**config.mk**
```make
export PLATFORM = sky130hd
export DESIGN_NAME = pipeline_hazard_ctrl
export DESIGN_NICKNAME = d
export VERILOG_FILES = /design/src/rtl/pipeline_hazard_ctrl.sv
export SDC_FILE = /design/constraint.sdc
export NUM_CORES = 1
export LEC_CHECK = 0
export ABC_CLOCK_PERIOD_IN_PS = 1750
export CORE_MARGIN = 2
export CORE_UTILIZATION = 38
export CTS_CLUSTER_DIAMETER = 120
export DETAILED_ROUTE_END_ITERATION = 12
export PLACE_DENSITY_LB_ADDON = 0.2
export SLEW_MARGIN = 20
export SYNTH_ARGS = -nofsm -noshare
export SYNTH_HDL_FRONTEND = slang
export SYNTH_SLANG_ARGS = --single-unit
```
**constraint.sdc**
```tcl
create_clock -name clk -period 1.75 [get_ports clk]
set_clock_uncertainty 0.2 [all_clocks]
set_input_delay 0.2625 -clock clk [delete_from_list [all_inputs] [get_ports clk]]
set_output_delay 0.2625 -clock clk [all_outputs]
set_load 0.02 [all_outputs]
```
**src/rtl/pipeline_hazard_ctrl.sv**
```systemverilog
// Decode/ALU hazard, branch-flush and multicycle-stall controller (RUN / MC_WAIT / FLUSH).
// Optional stall_cycles counter is built only when HAZARD_STALL_CNT_EN is defined.
module pipeline_hazard_ctrl #(
    parameter int REG_AW    = 5,
    parameter int N_WR      = 3,
    parameter int MC_CYCLES = 4
) (
    input  logic                   clk,
    input  logic                   rst,
    input  logic [REG_AW-1:0]      dec_rs1,
    input  logic [REG_AW-1:0]      dec_rs2,
    input  logic                   dec_use1,
    input  logic                   dec_use2,
    input  logic [N_WR-1:0]        wr_valid,
    input  logic [N_WR*REG_AW-1:0] wr_rd,
    input  logic                   mc_start,
    input  logic                   br_valid,
    input  logic                   br_taken,
    input  logic                   br_pred,
    input  logic                   jalr_valid,
    output logic                   fetch_en,
    output logic                   dec_latch_en,
    output logic                   ra_latch_en,
    output logic                   alu_latch_en,
    output logic                   dec_x,
    output logic                   ra_x,
    output logic                   alu_x,
    output logic                   redirect,
    output logic                   mc_busy
`ifdef HAZARD_STALL_CNT_EN
    ,
    output logic [31:0]            stall_cycles
`endif
);

    typedef enum logic [1:0] {RUN, MC_WAIT, FLUSH} state_t;

    localparam logic [7:0] MC_LOAD = 8'(MC_CYCLES - 2);

    state_t     state, state_nxt;
    logic [7:0] cnt, cnt_nxt;
    logic       hazard;
    logic       mispredict;

    always_comb begin
        hazard = 1'b0;
        for (int i = 0; i < N_WR; i++) begin
            if (wr_valid[i] && (wr_rd[i*REG_AW +: REG_AW] != '0)) begin
                if ((dec_use1 && (dec_rs1 == wr_rd[i*REG_AW +: REG_AW])) ||
                    (dec_use2 && (dec_rs2 == wr_rd[i*REG_AW +: REG_AW])))
                    hazard = 1'b1;
            end
        end
    end

    assign mispredict = (br_valid && (br_taken ^ br_pred)) || jalr_valid;

    always_ff @(posedge clk) begin
        if (rst) begin
            state <= RUN;
            cnt   <= 8'd0;
        end else begin
            state <= state_nxt;
            cnt   <= cnt_nxt;
        end
    end

    always_comb begin
        state_nxt    = state;
        cnt_nxt      = cnt;
        fetch_en     = 1'b1;
        dec_latch_en = 1'b1;
        ra_latch_en  = 1'b1;
        alu_latch_en = 1'b1;
        dec_x        = 1'b0;
        ra_x         = 1'b0;
        alu_x        = 1'b0;
        redirect     = 1'b0;
        mc_busy      = 1'b0;
        case (state)
            RUN: begin
                if (mispredict) begin
                    redirect  = 1'b1;
                    dec_x     = 1'b1;
                    ra_x      = 1'b1;
                    state_nxt = FLUSH;
                end else if (mc_start) begin
                    fetch_en     = 1'b0;
                    dec_latch_en = 1'b0;
                    ra_latch_en  = 1'b0;
                    alu_latch_en = 1'b0;
                    alu_x        = 1'b1;
                    cnt_nxt      = MC_LOAD;
                    state_nxt    = MC_WAIT;
                end else if (hazard) begin
                    fetch_en     = 1'b0;
                    dec_latch_en = 1'b0;
                    ra_x         = 1'b1;
                end
            end
            MC_WAIT: begin
                fetch_en     = 1'b0;
                dec_latch_en = 1'b0;
                ra_latch_en  = 1'b0;
                alu_latch_en = 1'b0;
                alu_x        = 1'b1;
                mc_busy      = 1'b1;
                // Exit is checked before decrementing, so cnt never wraps.
                if (cnt == 8'd0)
                    state_nxt = RUN;
                else
                    cnt_nxt = cnt - 8'd1;
            end
            FLUSH: begin
                dec_x     = 1'b1;
                state_nxt = RUN;
            end
            default: state_nxt = RUN;
        endcase
        if (rst) begin
            fetch_en     = 1'b0;
            dec_latch_en = 1'b0;
            ra_latch_en  = 1'b0;
            alu_latch_en = 1'b0;
            dec_x        = 1'b1;
            ra_x         = 1'b1;
            alu_x        = 1'b1;
            redirect     = 1'b0;
            mc_busy      = 1'b0;
        end
    end

`ifdef HAZARD_STALL_CNT_EN
    always_ff @(posedge clk) begin
        if (rst)
            stall_cycles <= 32'd0;
        else if (!fetch_en && (stall_cycles != 32'hFFFF_FFFF))
            stall_cycles <= stall_cycles + 32'd1;
    end
`endif

endmodule

```
==> results.py <==
metrics = {
    "synth": {
        "synthFlopType": "dfxtp_1",
        "synth_top_family_by_area": "XOR/XNOR gates",
        "synth_fa_ha_area_frac": 0.0236,
        "synth-xor-area-share": 0.264,
        "synth-simple-area-share": 0.253,
        "syn-num-nets": 172,
        "synth_seq_area_share": 0.189,
        "synth_area_sq_um": 1060,
        "synth_edf_count": 0,
        "ys_types": 38,
        "ys_warn_count": 0,
        "ys_ff_latch": 10,
        "avgSynthCellArea_sq_um": 7.97,
        "muxShareOfSynthArea": 0.0189,
        "async_flop_share": 0,
        "synth_compound_area_frac": 0.209,
        "netlist_instances": 133,
    },
    "clock_tree": {
        "clock_path_buffers": 2,
        "clk_pin_slew_worst_paths_ns": 0.08,
        "htreeDepth": 1,
        "worstSkewPairLatency_ns": 0.28,
        "ctsRootBufferMaster": "clkbuf_4",
        "cts_sinks": 10,
        "cts_buffers": 3,
        "cts_tree": "yes",
    },
    "grt": {
        "grt_use_total": 0.219,
        "grt_pass1_vias": 1320,
        "grt_pass1_wl_um": 5660,
        "grt_max_degree": 10,
        "antenna_found_initial": 0,
        "overflow": 0,
    },
    "min_path": {
        "whs_endpoint": "cnt[2]",
        "min-delay-start": "rst",
        "min_path_type": "input pin to flip-flop",
        "hold_depth": 3,
    },
    "routing": {
        "via_per_inst": 5.30,
        "wl_per_cell_um": 15.0,
        "drc_errors": 0,
        "drtIter0Drc": 27,
        "first_pass_iters": 4,
        "num_vias": 1262,
        "wl_um": 3570,
        "antenna_left": 0,
    },
    "sta": {
        "fmax_mhz": 460,
        "layout_setup_ws_ns": -0.426,
        "slew_viol_final": 0,
        "slew_headroom": 0.781,
        "finalHoldViolCount": 0,
        "setup_violations": 9,
        "worstMarginPinSlew_ns": 0.326,
        "hold_ws_ns": 0.308,
        "rsz0062_at_grt": "true",
        "fin_crit_ns": 2.18,
        "min_period_over_period": 1.24,
    },
    "placement": {
        "io_buffers": 45,
        "dpl.hpwl_um": 2650,
        "dp.cells": 231,
        "dp_slack_ns": -1.28,
        "routabilityCongestion": 0.840,
    },
    "setup_path": {
        "r2r-start": "cnt[3]",
        "cp_max_fo": 2,
        "r2r_end": "cnt[6]",
        "r2r_cells": 4,
        "worstSetupStartpointType": "input pin",
        "crit_type": "input pin to primary output",
        "worst_ep_required_time_ns": 1.29,
        "arrival_ns": 1.71,
        "ff2ff_setup_slack_ns": -0.03,
        "endpoint_kind": "primary output",
    },
    "die": {
        "dieArea_sq_um": 3230,
        "die_w_um": 56.8,
        "die_h_um": 56.8,
        "initial_core_util": 0.391,
        "num_rows": 19,
        "core_sq_um": 2710,
        "io_pins": 46,
    },
    "cells_and_area": {
        "fill_cells": 205,
        "final-instance-count-excl-fill": 238,
        "utilization": 0.731,
        "areaGrowthSynthToFinish_pct": 87.0,
        "diodes": 0,
        "drive_gt1_frac": 0.498,
        "nNetsFinal": 247,
    },
    "power_and_ir_drop": {
        "p_leak_uw": 0.000830,
        "power-per-cell-area_nw_per_um2": 572,
        "irDropWorstVdd_mv": 0.639,
    },
    "run": {
        "maxCapViolations": 0,
    },
    "outcome": {
        "status": "complete, but fails checks",
        "violations": "negative setup slack",
    },
}
==> layout make-up <==
| class | count | area [sq um] | share of cell area |
|---|---|---|---|
| Clock buffer | 4 | 36.3 | 0.0183 |
| Inverter | 5 | 21.3 | 0.0107 |
| Multi-Input combinational cell | 114 | 1030 | 0.519 |
| Sequential cell | 10 | 208 | 0.105 |
| Tap cell | 31 | 38.8 | 0.0196 |
| Timing Repair Buffer | 74 | 649 | 0.328 |
==> cell usage after synthesis (3+ instances only) <==
cell	number	area (sq um)
a21oi_1	4	20.0
buf_4	3	22.5
dfxtp_1	10	200
inv_1	5	18.8
nand2_1	10	37.5
nand2b_1	3	18.8
nand4_1	4	25.0
nor2_1	10	37.5
nor3_1	3	15.0
nor4_1	4	25.0
o21ai_0	5	25.0
or3_1	4	25.0
or4_1	3	22.5
xnor2_1	23	201
xor2_1	9	78.8
==> repair_timing <==
item,in CTS,in global routing
endpoints found under the setup margin,17,14
pin swaps,20,17
setup buffers,0,4
hold buffers,0,0
gates resized for setup,148,31
==> critical path, stage by stage <==
cell	delay [ns]
buf_6	0.09
or4_4	0.53
o21a_1	0.19
a32o_2	0.23
a211oi_4	0.25
buf_6	0.16
==> worst max-delay path by stage <==
stage | start | to | slack, ns | cells past startpoint
after global routing | wr_rd[4] | fetch_en | -0.46 | 6
after global placement | wr_rd[11] | dec_latch_en | -1.23 | 7
final | wr_rd[4] | fetch_en | -0.43 | 6
after detailed placement | wr_rd[11] | fetch_en | -1.28 | 7
after floorplan | wr_rd[1] | fetch_en | -0.43 | 5
after CTS | wr_rd[4] | fetch_en | -0.49 | 6
==> power breakdown <==
part	switching [uW]	internal [uW]	leakage (uW)
logic	284	339	0.000725
registers	34.1	256	0.0000842
clock network	93.2	127	0.0000210
total	411	721	0.000830
==> cell usage in the layout (no fill, tap or decap), types with 3 or more instances in the layout <==
| cell type | instances |
|---|---|
| xnor2_1 | 22 |
| buf_4 | 22 |
| buf_6 | 17 |
| dlygate4sd2_1 | 10 |
| nand2_1 | 9 |
| nor2_1 | 8 |
| buf_2 | 8 |
| xor2_1 | 7 |
| dfxtp_2 | 6 |
| clkdlybuf4s15_1 | 6 |
| clkdlybuf4s50_1 | 5 |
| nand4_1 | 4 |
| dfxtp_1 | 4 |
| clkdlybuf4s15_2 | 4 |
| inv_2 | 3 |
| or4_4 | 3 |
| o21ai_0 | 3 |
| a21oi_1 | 3 |
| clkbuf_4 | 3 |
==> metal layers <==
| layer | global-route usage | vias to the layer above | routed length (um) |
|---|---|---|---|
| met5 | 0 | - | 0 |
| met4 | 0.0731 | 0 | 58 |
| met3 | 0.0645 | 7 | 251 |
| met2 | 0.394 | 55 | 1890 |
| met1 | 0.245 | 571 | 1380 |
| li1 | - | 629 | - |
==> stage by stage <==
| step | TNS [ns] | power, uW | cell area (sq um) |
|---|---|---|---|
| 2_1_floorplan | -0.660 | 535 | 1090 |
| 3_3_place_gp | -11.90 | 770 | 1750 |
| 3_5_place_dp | -12.32 | 788 | 1750 |
| 4_1_cts | -1.69 | 1040 | 1870 |
| 5_1_grt | -1.91 | 1200 | 1980 |
| 6_report | -1.43 | 1130 | 1980 |
==> sequential cells by signal, summed over array words and instances, names as in the netlist <==
name and flops:
cnt 8, state 2
==> cells by family after synthesis <==
family	Yosys count
and+or+nand+nor	50
muxes	2
AOI/OAI and AO/OA	28
DFF	10
adders and majority gates	2
xor gates and xnor gates	32
buffers and inverters	9
Power figures use the tool's default switching activity.
